`config.mk`:
```
export PLATFORM = sky130hd
export DESIGN_NAME = down_count_timer_flat
export DESIGN_NICKNAME = d
export VERILOG_FILES = /design/src/rtl/counter_pkg.sv /design/src/rtl/down_count_timer_if.sv /design/src/rtl/down_count_core.sv /design/src/rtl/down_count_timer.sv /design/src/flat_wrapper.sv
export SDC_FILE = /design/constraint.sdc
export NUM_CORES = 1
export LEC_CHECK = 0
export ABC_AREA = 1
export BUFFER_PORTS_ARGS = -buffer_cell sky130_fd_sc_hd__buf_2
export CAP_MARGIN = 30
export CORE_MARGIN = 10
export CORE_UTILIZATION = 30
export CTS_CLUSTER_SIZE = 25
export DETAILED_ROUTE_END_ITERATION = 8
export GPL_TIMING_DRIVEN = 0
export SLEW_MARGIN = 0
export SYNTH_ARGS = -nofsm -noshare
export SYNTH_HDL_FRONTEND = slang
export SYNTH_SLANG_ARGS = --single-unit
export TNS_END_PERCENT = 100
```
`constraint.sdc`:
```
create_clock -name clk -period 1.8 [get_ports clk]
set_input_delay 0.36 -clock clk [delete_from_list [all_inputs] [get_ports clk]]
set_output_delay 0.36 -clock clk [all_outputs]
set_load 0.05 [all_outputs]
```
`src/rtl/counter_pkg.sv`:
```
// counter_pkg: state encoding and defaults shared by the counter family
package counter_pkg;
  localparam int DEF_WIDTH = 4;
  localparam logic [1:0] ST_IDLE = 2'd0;
  localparam logic [1:0] ST_RUN  = 2'd1;
  localparam logic [1:0] ST_DONE = 2'd2;
  typedef enum logic [1:0] {
    IDLE = ST_IDLE,
    RUN  = ST_RUN,
    DONE = ST_DONE
  } state_t;
endpackage

```
`src/rtl/down_count_timer_if.sv`:
```
// down_count_timer_if: command and status bundle of the down-count timer
interface down_count_timer_if #(parameter int WIDTH = 4);
  logic             load;
  logic [WIDTH-1:0] load_val;
  logic             start;
  logic             stop;
  logic             en;
  logic             auto_reload;
  logic [WIDTH-1:0] Q;
  logic             busy;
  logic             tc;
  logic             done;
  modport master (
    output load, load_val, start, stop, en, auto_reload,
    input  Q, busy, tc, done
  );
  modport slave (
    input  load, load_val, start, stop, en, auto_reload,
    output Q, busy, tc, done
  );
endinterface

```
`src/rtl/down_count_core.sv`:
```
// down_count_core: count register with load/decrement mux and terminal compares
module down_count_core
  import counter_pkg::*;
#(
  parameter int WIDTH = DEF_WIDTH
) (
  input  logic             clk,
  input  logic             clear,
  input  logic             ld,
  input  logic             dec,
  input  logic [WIDTH-1:0] ld_val,
  output logic [WIDTH-1:0] q,
  output logic             is_one,
  output logic             is_zero
);
  always_ff @(posedge clk or negedge clear)
    if (!clear) q <= '0;
    else        q <= ld ? ld_val : dec ? q - WIDTH'(1) : q;
  assign is_one  = q == WIDTH'(1);
  assign is_zero = q == '0;
endmodule

```
`src/rtl/down_count_timer.sv`:
```
// down_count_timer: loadable down counter with one-shot and auto-reload terminal count
module down_count_timer
  import counter_pkg::*;
#(
  parameter int WIDTH = DEF_WIDTH
) (
  input logic               clk,
  input logic               clear,
  down_count_timer_if.slave bus
);
  state_t           state;
  logic [WIDTH-1:0] reload;
  logic [WIDTH-1:0] q;
  logic             busy;
  logic             tc;
  logic             done;
  logic             is_one;
  logic             is_zero;
  logic             stop_run;
  logic             can_start;
  logic             restart;
  logic             run_ok;
  logic             term;
  logic             ld;
  logic             dec;
  logic [WIDTH-1:0] ld_val;
  // stop only matters in RUN, so it can never collide with a restart
  assign stop_run  = !bus.load && bus.stop && state == RUN;
  assign can_start = (state == IDLE && (!is_zero || reload != '0)) ||
                     (state == DONE && reload != '0);
  assign restart   = !bus.load && bus.start && can_start;
  assign run_ok    = !bus.load && !bus.stop && bus.en && state == RUN;
  assign term      = run_ok && is_one;
  assign dec       = run_ok && !is_one;
  // Q is zero in DONE, so restarting with Q==0 covers both IDLE and DONE reloads
  assign ld        = bus.load || term || (restart && is_zero);
  assign ld_val    = bus.load ? bus.load_val : (term && !bus.auto_reload) ? '0 : reload;
  down_count_core #(.WIDTH(WIDTH)) u_core (
    .clk    (clk),
    .clear  (clear),
    .ld     (ld),
    .dec    (dec),
    .ld_val (ld_val),
    .q      (q),
    .is_one (is_one),
    .is_zero(is_zero)
  );
  always_ff @(posedge clk or negedge clear)
    if (!clear) begin
      state  <= IDLE;
      reload <= '0;
      busy   <= 1'b0;
      tc     <= 1'b0;
      done   <= 1'b0;
    end else if (bus.load) begin
      state  <= IDLE;
      reload <= bus.load_val;
      busy   <= 1'b0;
      tc     <= 1'b0;
      done   <= 1'b0;
    end else begin
      tc <= term;
      if (stop_run) begin
        state <= IDLE;
        busy  <= 1'b0;
      end else if (restart) begin
        state <= RUN;
        busy  <= 1'b1;
        done  <= 1'b0;
      end else if (term && !bus.auto_reload) begin
        state <= DONE;
        busy  <= 1'b0;
        done  <= 1'b1;
      end
    end
  assign bus.Q    = q;
  assign bus.busy = busy;
  assign bus.tc   = tc;
  assign bus.done = done;
endmodule

```
`src/flat_wrapper.sv`:
```
// flat-port wrapper written by rule: the top's interface ports become plain ports
module down_count_timer_flat import counter_pkg::*;
#(
  parameter int WIDTH = DEF_WIDTH
)
  (clk, clear, bus_load, bus_load_val, bus_start, bus_stop, bus_en, bus_auto_reload, bus_Q, bus_busy, bus_tc, bus_done);
  down_count_timer_if #(.WIDTH(WIDTH)) bus_i ();
  input logic clk;
  input logic clear;
  input wire logic [$bits(bus_i.load)-1:0] bus_load;
  input wire logic [$bits(bus_i.load_val)-1:0] bus_load_val;
  input wire logic [$bits(bus_i.start)-1:0] bus_start;
  input wire logic [$bits(bus_i.stop)-1:0] bus_stop;
  input wire logic [$bits(bus_i.en)-1:0] bus_en;
  input wire logic [$bits(bus_i.auto_reload)-1:0] bus_auto_reload;
  output wire logic [$bits(bus_i.Q)-1:0] bus_Q;
  output wire logic [$bits(bus_i.busy)-1:0] bus_busy;
  output wire logic [$bits(bus_i.tc)-1:0] bus_tc;
  output wire logic [$bits(bus_i.done)-1:0] bus_done;
  assign bus_i.load = bus_load;
  assign bus_i.load_val = bus_load_val;
  assign bus_i.start = bus_start;
  assign bus_i.stop = bus_stop;
  assign bus_i.en = bus_en;
  assign bus_i.auto_reload = bus_auto_reload;
  assign bus_Q = bus_i.Q;
  assign bus_busy = bus_i.busy;
  assign bus_tc = bus_i.tc;
  assign bus_done = bus_i.done;
  down_count_timer #(.WIDTH(WIDTH)) u_core (.clk(clk), .clear(clear), .bus(bus_i));
endmodule
```
# Word level (Yosys, flattened, before mapping)
# Index checks and enable logic that the tools add are counted.
[word_totals] reg_bits=13
[op_classes] n_addsub=1 eq_ne=4 n_mux=17 reduce_logical=29
[ops] op="$mux 4" count=4
[ops] op="$logic_and 1x1->1" count=13
[ops] op="$mux 1" count=9
[ops] op="$mux 2" count=4
[ops] op="$reduce_bool 4->1" count=2
[ops] op="$logic_not 1->1" count=5
[ops] op="$eq 4x1->1 const B" count=1
[ops] op="$logic_not 4->1" count=1
[ops] op="$logic_or 1x1->1" count=4
[ops] op="$sub 4x1->4 const B" count=1
[ops] op="$reduce_bool 3->1" count=1
[ops] op="$eq 2x1->1 const B" count=1
[ops] op="$eq 2x2->1 const B" count=1
[ops] op="$logic_not 2->1" count=1
[ops] op="$ne 2x2->1 const B" count=1
[ops] op="$reduce_and 2->1" count=1
[ops] op="$reduce_bool 2->1" count=1

# Logic depth before layout (Yosys ltp)
[logic_depth] word_depth=10 depth_mapped=10

# Modules after synthesis
# A second synthesis with hierarchy kept.
[unflattened] hier_cells=87 area_unflattened_um2=694.4
[modules_own_cells] module="down_count_timer" n_inst=1 cells_each=53 area_each_um2=440.4
[modules_own_cells] module="down_count_core" n_inst=1 cells_each=34 area_each_um2=254.0

# Least setup slack after synthesis
# No wires, ideal clock.
[synth_timing] path_type="register -> register" start="register u_core.u_core.q[0]" end="register u_core.u_core.q[2]" setup_ps=118 arrival_ps=1582 setup_slack_ps=100 stages_incl_launch_ff=11 path_buffers=0 period_less_slack_ps=1700 cell_sequence="dfrtp_1 > inv_1 > ha_1 > nand3_2 > nand2_1 > nand2_2 > nand3_4 > nand2_2 > inv_2 > nand2_1 > nand2_1"
[synth_via] elab_chain_len=9
[synth_lines] element="from (decl)" line="down_count_core.sv:12" rtl="output logic [WIDTH-1:0] q,"
[synth_lines] element="from (signal assigned)" line="down_count_core.sv:18" rtl="else q <= ld ? ld_val : dec ? q - WIDTH'(1) : q;"
[synth_lines] element="$logic_not 4->1" line="down_count_core.sv:20" rtl="assign is_zero = q == '0;"
[synth_lines] element="$logic_not 1->1" line="down_count_timer.sv:29" rtl="assign can_start = (state == IDLE && (!is_zero || reload != '0)) ||"
[synth_lines] element="$logic_or 1x1->1" line="down_count_timer.sv:29"
[synth_lines] element="$logic_and 1x1->1" line="down_count_timer.sv:29"
[synth_lines] element="$logic_or 1x1->1" line="down_count_timer.sv:29"
[synth_lines] element="$logic_and 1x1->1" line="down_count_timer.sv:31" rtl="assign restart = !bus.load && bus.start && can_start;"
[synth_lines] element="$logic_and 1x1->1" line="down_count_timer.sv:36" rtl="assign ld = bus.load || term || (restart && is_zero);"
[synth_lines] element="$logic_or 1x1->1" line="down_count_timer.sv:36"
[synth_lines] element="$mux 4 / $reduce_bool 2->1 (equally long branches)"
# Several ways; a longest one is shown, not always the timed one. The select of a mux whose other input is x is not followed.
# A chain may end at the register's enable or synchronous reset.

# Final worst setup path
[layout_timing] start="register u_core.u_core.q[0]" end="register u_core.u_core.q[0]"
# The elaborated chain is that of the path after synthesis.

==> results.tsv <==
stage	metric	value	unit
routing	detail_routed_net_length_per_standard_cell	11.15	um
global_route	grt_start_max_net_pins	13	
synth	synth_cell_type_count	22	
synth	dominantRegCellSynth	dfrtp_1	
worst_hold_path	tightest_hold_check_type	in -> reg	
synth	proportion_of_synthesized_chip_area_in_sequential_cells	39.41	%
sta	timing.final.crit_period	1.473	ns
routing	drt_pre_antenna_iters	4	
critical_path	cp-start-kind	register	
sta	worst_hold_slack	0.3341	ns
synth	synthCells	91	
die	die_area	4955	um2
die	die_h	70.40	um
synth	post_synth_instance_area	762.0	um2
critical_path	capturing_element_type_of_the_critical_path	register	
synth	ys_ff_latch	12	
critical_path	worst-path-buf-inv	2	
die	die_w	70.40	um
global_route	total_congestion_overflow_after_global_routing	0	
placement	dpl_worst_slack	0.3358	ns
die	io_pins	18	
sta	layout_worst_path_cycle_share	81.83	%
routing	dr_total_vias	629	
synth	post-synth-top-count-cell	nand2_1	
clocking	cts-buffers-inserted	3	
power	vdd_ir_drop_max	0.0005328	V
routing	viasPerCell	4.430	
die	num_rows	18	
routing	route.detailed.drc	0	
finish	n_fill_cell	268	
global_route	grt_pass1_vias	641	
die	placeableCoreArea	2455	um2
clocking	cts_tree	built	
clocking	clkLatencyLatePin	0.27	ns
finish	finalNetCount	127	
sta	drv_slew	0	
synth	synth-async-reset-ratio	100.0	%
routing	ant_nets	0	
critical_path	worst-endpoint-required	1.97	ns
clocking	cts_sinks	12	
routing	first_iter_violations	17	
synth	synth-edff-count	0	
clocking	path_clk_slew	0.07	ns
placement	gp_routability_congestion	0.7571	
synth	post_synth_main_area_contributors	dfrtp_1 (39%), nand2_1 (14%), nand3_1 (6.6%)	
clocking	clockBufferDepth	2	
critical_path	worst_path_dominant_cell_family	simple AND/OR/NAND/NOR gates	
sta	layout_setup_ws	0.3271	ns
global_route	antenna_violations_before_repair	0	
sta	setup_total_negative_slack	0	ns
power	cellPowerDensity	878.7	nW/um2
sta	hold_viol	0	
flow_run	max_cap_viol_count	0	
sta	worst_clock_skew	0.001920	ns
critical_path	worstSetupPathType	reg -> reg	
routing	drt_wl_total	1.583	mm
sta	maxSlewHeadroom	80.83	%
clocking	htreeDepth	1	
placement	buffer_ports.inserted	17	
synth	synth_fp_nets	104	
critical_path	crit_arrival	1.64	ns
sta	setup_violations	0	
critical_path	path_common_cell	nand2_1	
finish	flow.area_growth_from_synthesis	20.36	%
sta	worst_pin_slew	0.2876	ns
status	run_status	complete, no violations	
synth	number_of_warnings_printed_during_yosys_synthesis	0	
finish	share_of_post_route_cells_with_drive_strength_above_1	33.04	%
sta	top_achievable_clock_speed	0.6789	GHz
synth	cell_accounting_for_the_most_synthesized_area	dfrtp_1	
critical_path	cpPeakStageDelay	0.42	ns
global_route	groute.usage.overall	6.708	%
clocking	clock_tree.root_cell	clkbuf_4	
sta	rsz_0062_raised_after_global_routing	false	
synth	yosys-top-cells-count	nand2_1 (28), dfrtp_1 (12), inv_1 (11), nand3_1 (10), o21ai_1 (4)	
power	p_leak	0.5135	nW
die	floorplan.initialDensity	31.04	%
finish	antennaDiodeCount	0	
critical_path	crit_path_cell_trace	inv_1, ha_1, nand3_2, nand2_1, nand2_2, nand3_4, nand2_2, inv_2, nand2_1, nand2_1	
clocking	post_cts_setup_bufs	0	
critical_path	slowest_cell_on_the_critical_path	dfrtp_1	
global_route	global_route_wire_length_before_repair	2.780	mm
synth	yosys.area.top_type_share	39.41	%
synth	post_synth.cell_area_avg	8.373	um2
critical_path	cp_max_fo	6	
placement	place_hpwl	1.280	mm
## cells in the final DEF, fill, tap and decap left out
cell	count
a21oi_1	1
a31oi_1	1
buf_2	17
buf_4	1
clkbuf_4	3
dfrtp_1	12
dlygate4sd3_1	1
ha_1	2
inv_1	11
inv_2	3
nand2_1	28
nand2_2	2
nand2_4	2
nand3_1	10
nand3_2	2
nand3_4	2
nor2_1	2
nor2_2	1
nor2_4	1
nor2_8	2
nor3b_2	1
o21ai_0	1
o21ai_1	4
xnor2_1	1
xor2_1	1
## state kept, by name, summed over array words and instances (netlist names)
register	count
u_core.reload	4
u_core.u_core.q	4
u_core.state	2
u_core.bus.done	1
u_core.bus.tc	1
## routing by layer
metal | vias to the layer above | global-route usage (%) | part of all wire, %
li1 | 327 | - | -
met1 | 285 | 8.320 | 47
met2 | 12 | 10.58 | 48
met3 | 5 | 1.412 | 2.8
met4 | 0 | 3.289 | 2.3
met5 | - | 0 | 0
## worst min-delay path, cell delays in order
cell and delay, ns:
buf_2 0.08, nand2_1 0.04, o21ai_1 0.08
## power breakdown
part           internal (mW)  switching (mW)  total, mW
logic                 0.0960           0.212      0.308
registers              0.300          0.0315      0.332
clock network         0.0775          0.0889      0.166
## worst paths after layout
path	start	endpoint	slack, ns	depth (start not counted)
max in group asynchronous	clear	u_core.u_core.q[3]	1.09	2
max reg2reg	u_core.u_core.q[0]	u_core.u_core.q[0]	0.33	10
max	u_core.u_core.q[0]	u_core.u_core.q[0]	0.33	10
min in group asynchronous	clear	u_core.reload[3]	0.49	2
min reg2reg	u_core.bus.done	u_core.bus.done	0.50	2
min	bus_load_val[2]	u_core.reload[2]	0.33	3
## repair_timing
item | in CTS | in global routing
endpoints found under the hold margin | 12 | 0
hold buffers | 1 | 0
resized for setup | 0 | 0
## logic make-up (layout without fill, tap and decap cells)
kind of cell | count (synthesis) | in the layout | synth area share, %
buf+inv | 15 | 36 | 7.882
fa+ha+maj | 2 | 2 | 3.284
simple gates | 53 | 53 | 42.36
flops | 12 | 12 | 39.41
xor+xnor | 2 | 2 | 2.299
compound gates | 7 | 7 | 4.761
## area by class of cell
class / count / area (um2) / share of cell area, %
buffer: 1 / 7.507 / 0.8186
clock buffer: 3 / 22.52 / 2.456
inverter: 14 / 52.55 / 5.730
multi-input combinational: 64 / 401.6 / 43.79
sequential: 12 / 300.3 / 32.74
tap: 30 / 37.54 / 4.093
timing repair buffer: 18 / 95.09 / 10.37
## stage by stage
stage | power [mW] | std cells | instance area (um2) | utilization [%]
detailed placement | 0.6464 | 138 | 884.6 | 36.03
global route | 0.8667 | 142 | 917.1 | 37.36
finish | 0.8059 | 142 | 917.1 | 37.36
CTS | 0.8175 | 142 | 917.1 | 37.36
floorplan | 0.5715 | 91 | 762.0 | -
global placement | 0.6435 | 138 | 884.6 | 36.03
No activity file was read; power rests on OpenSTA's default activity.
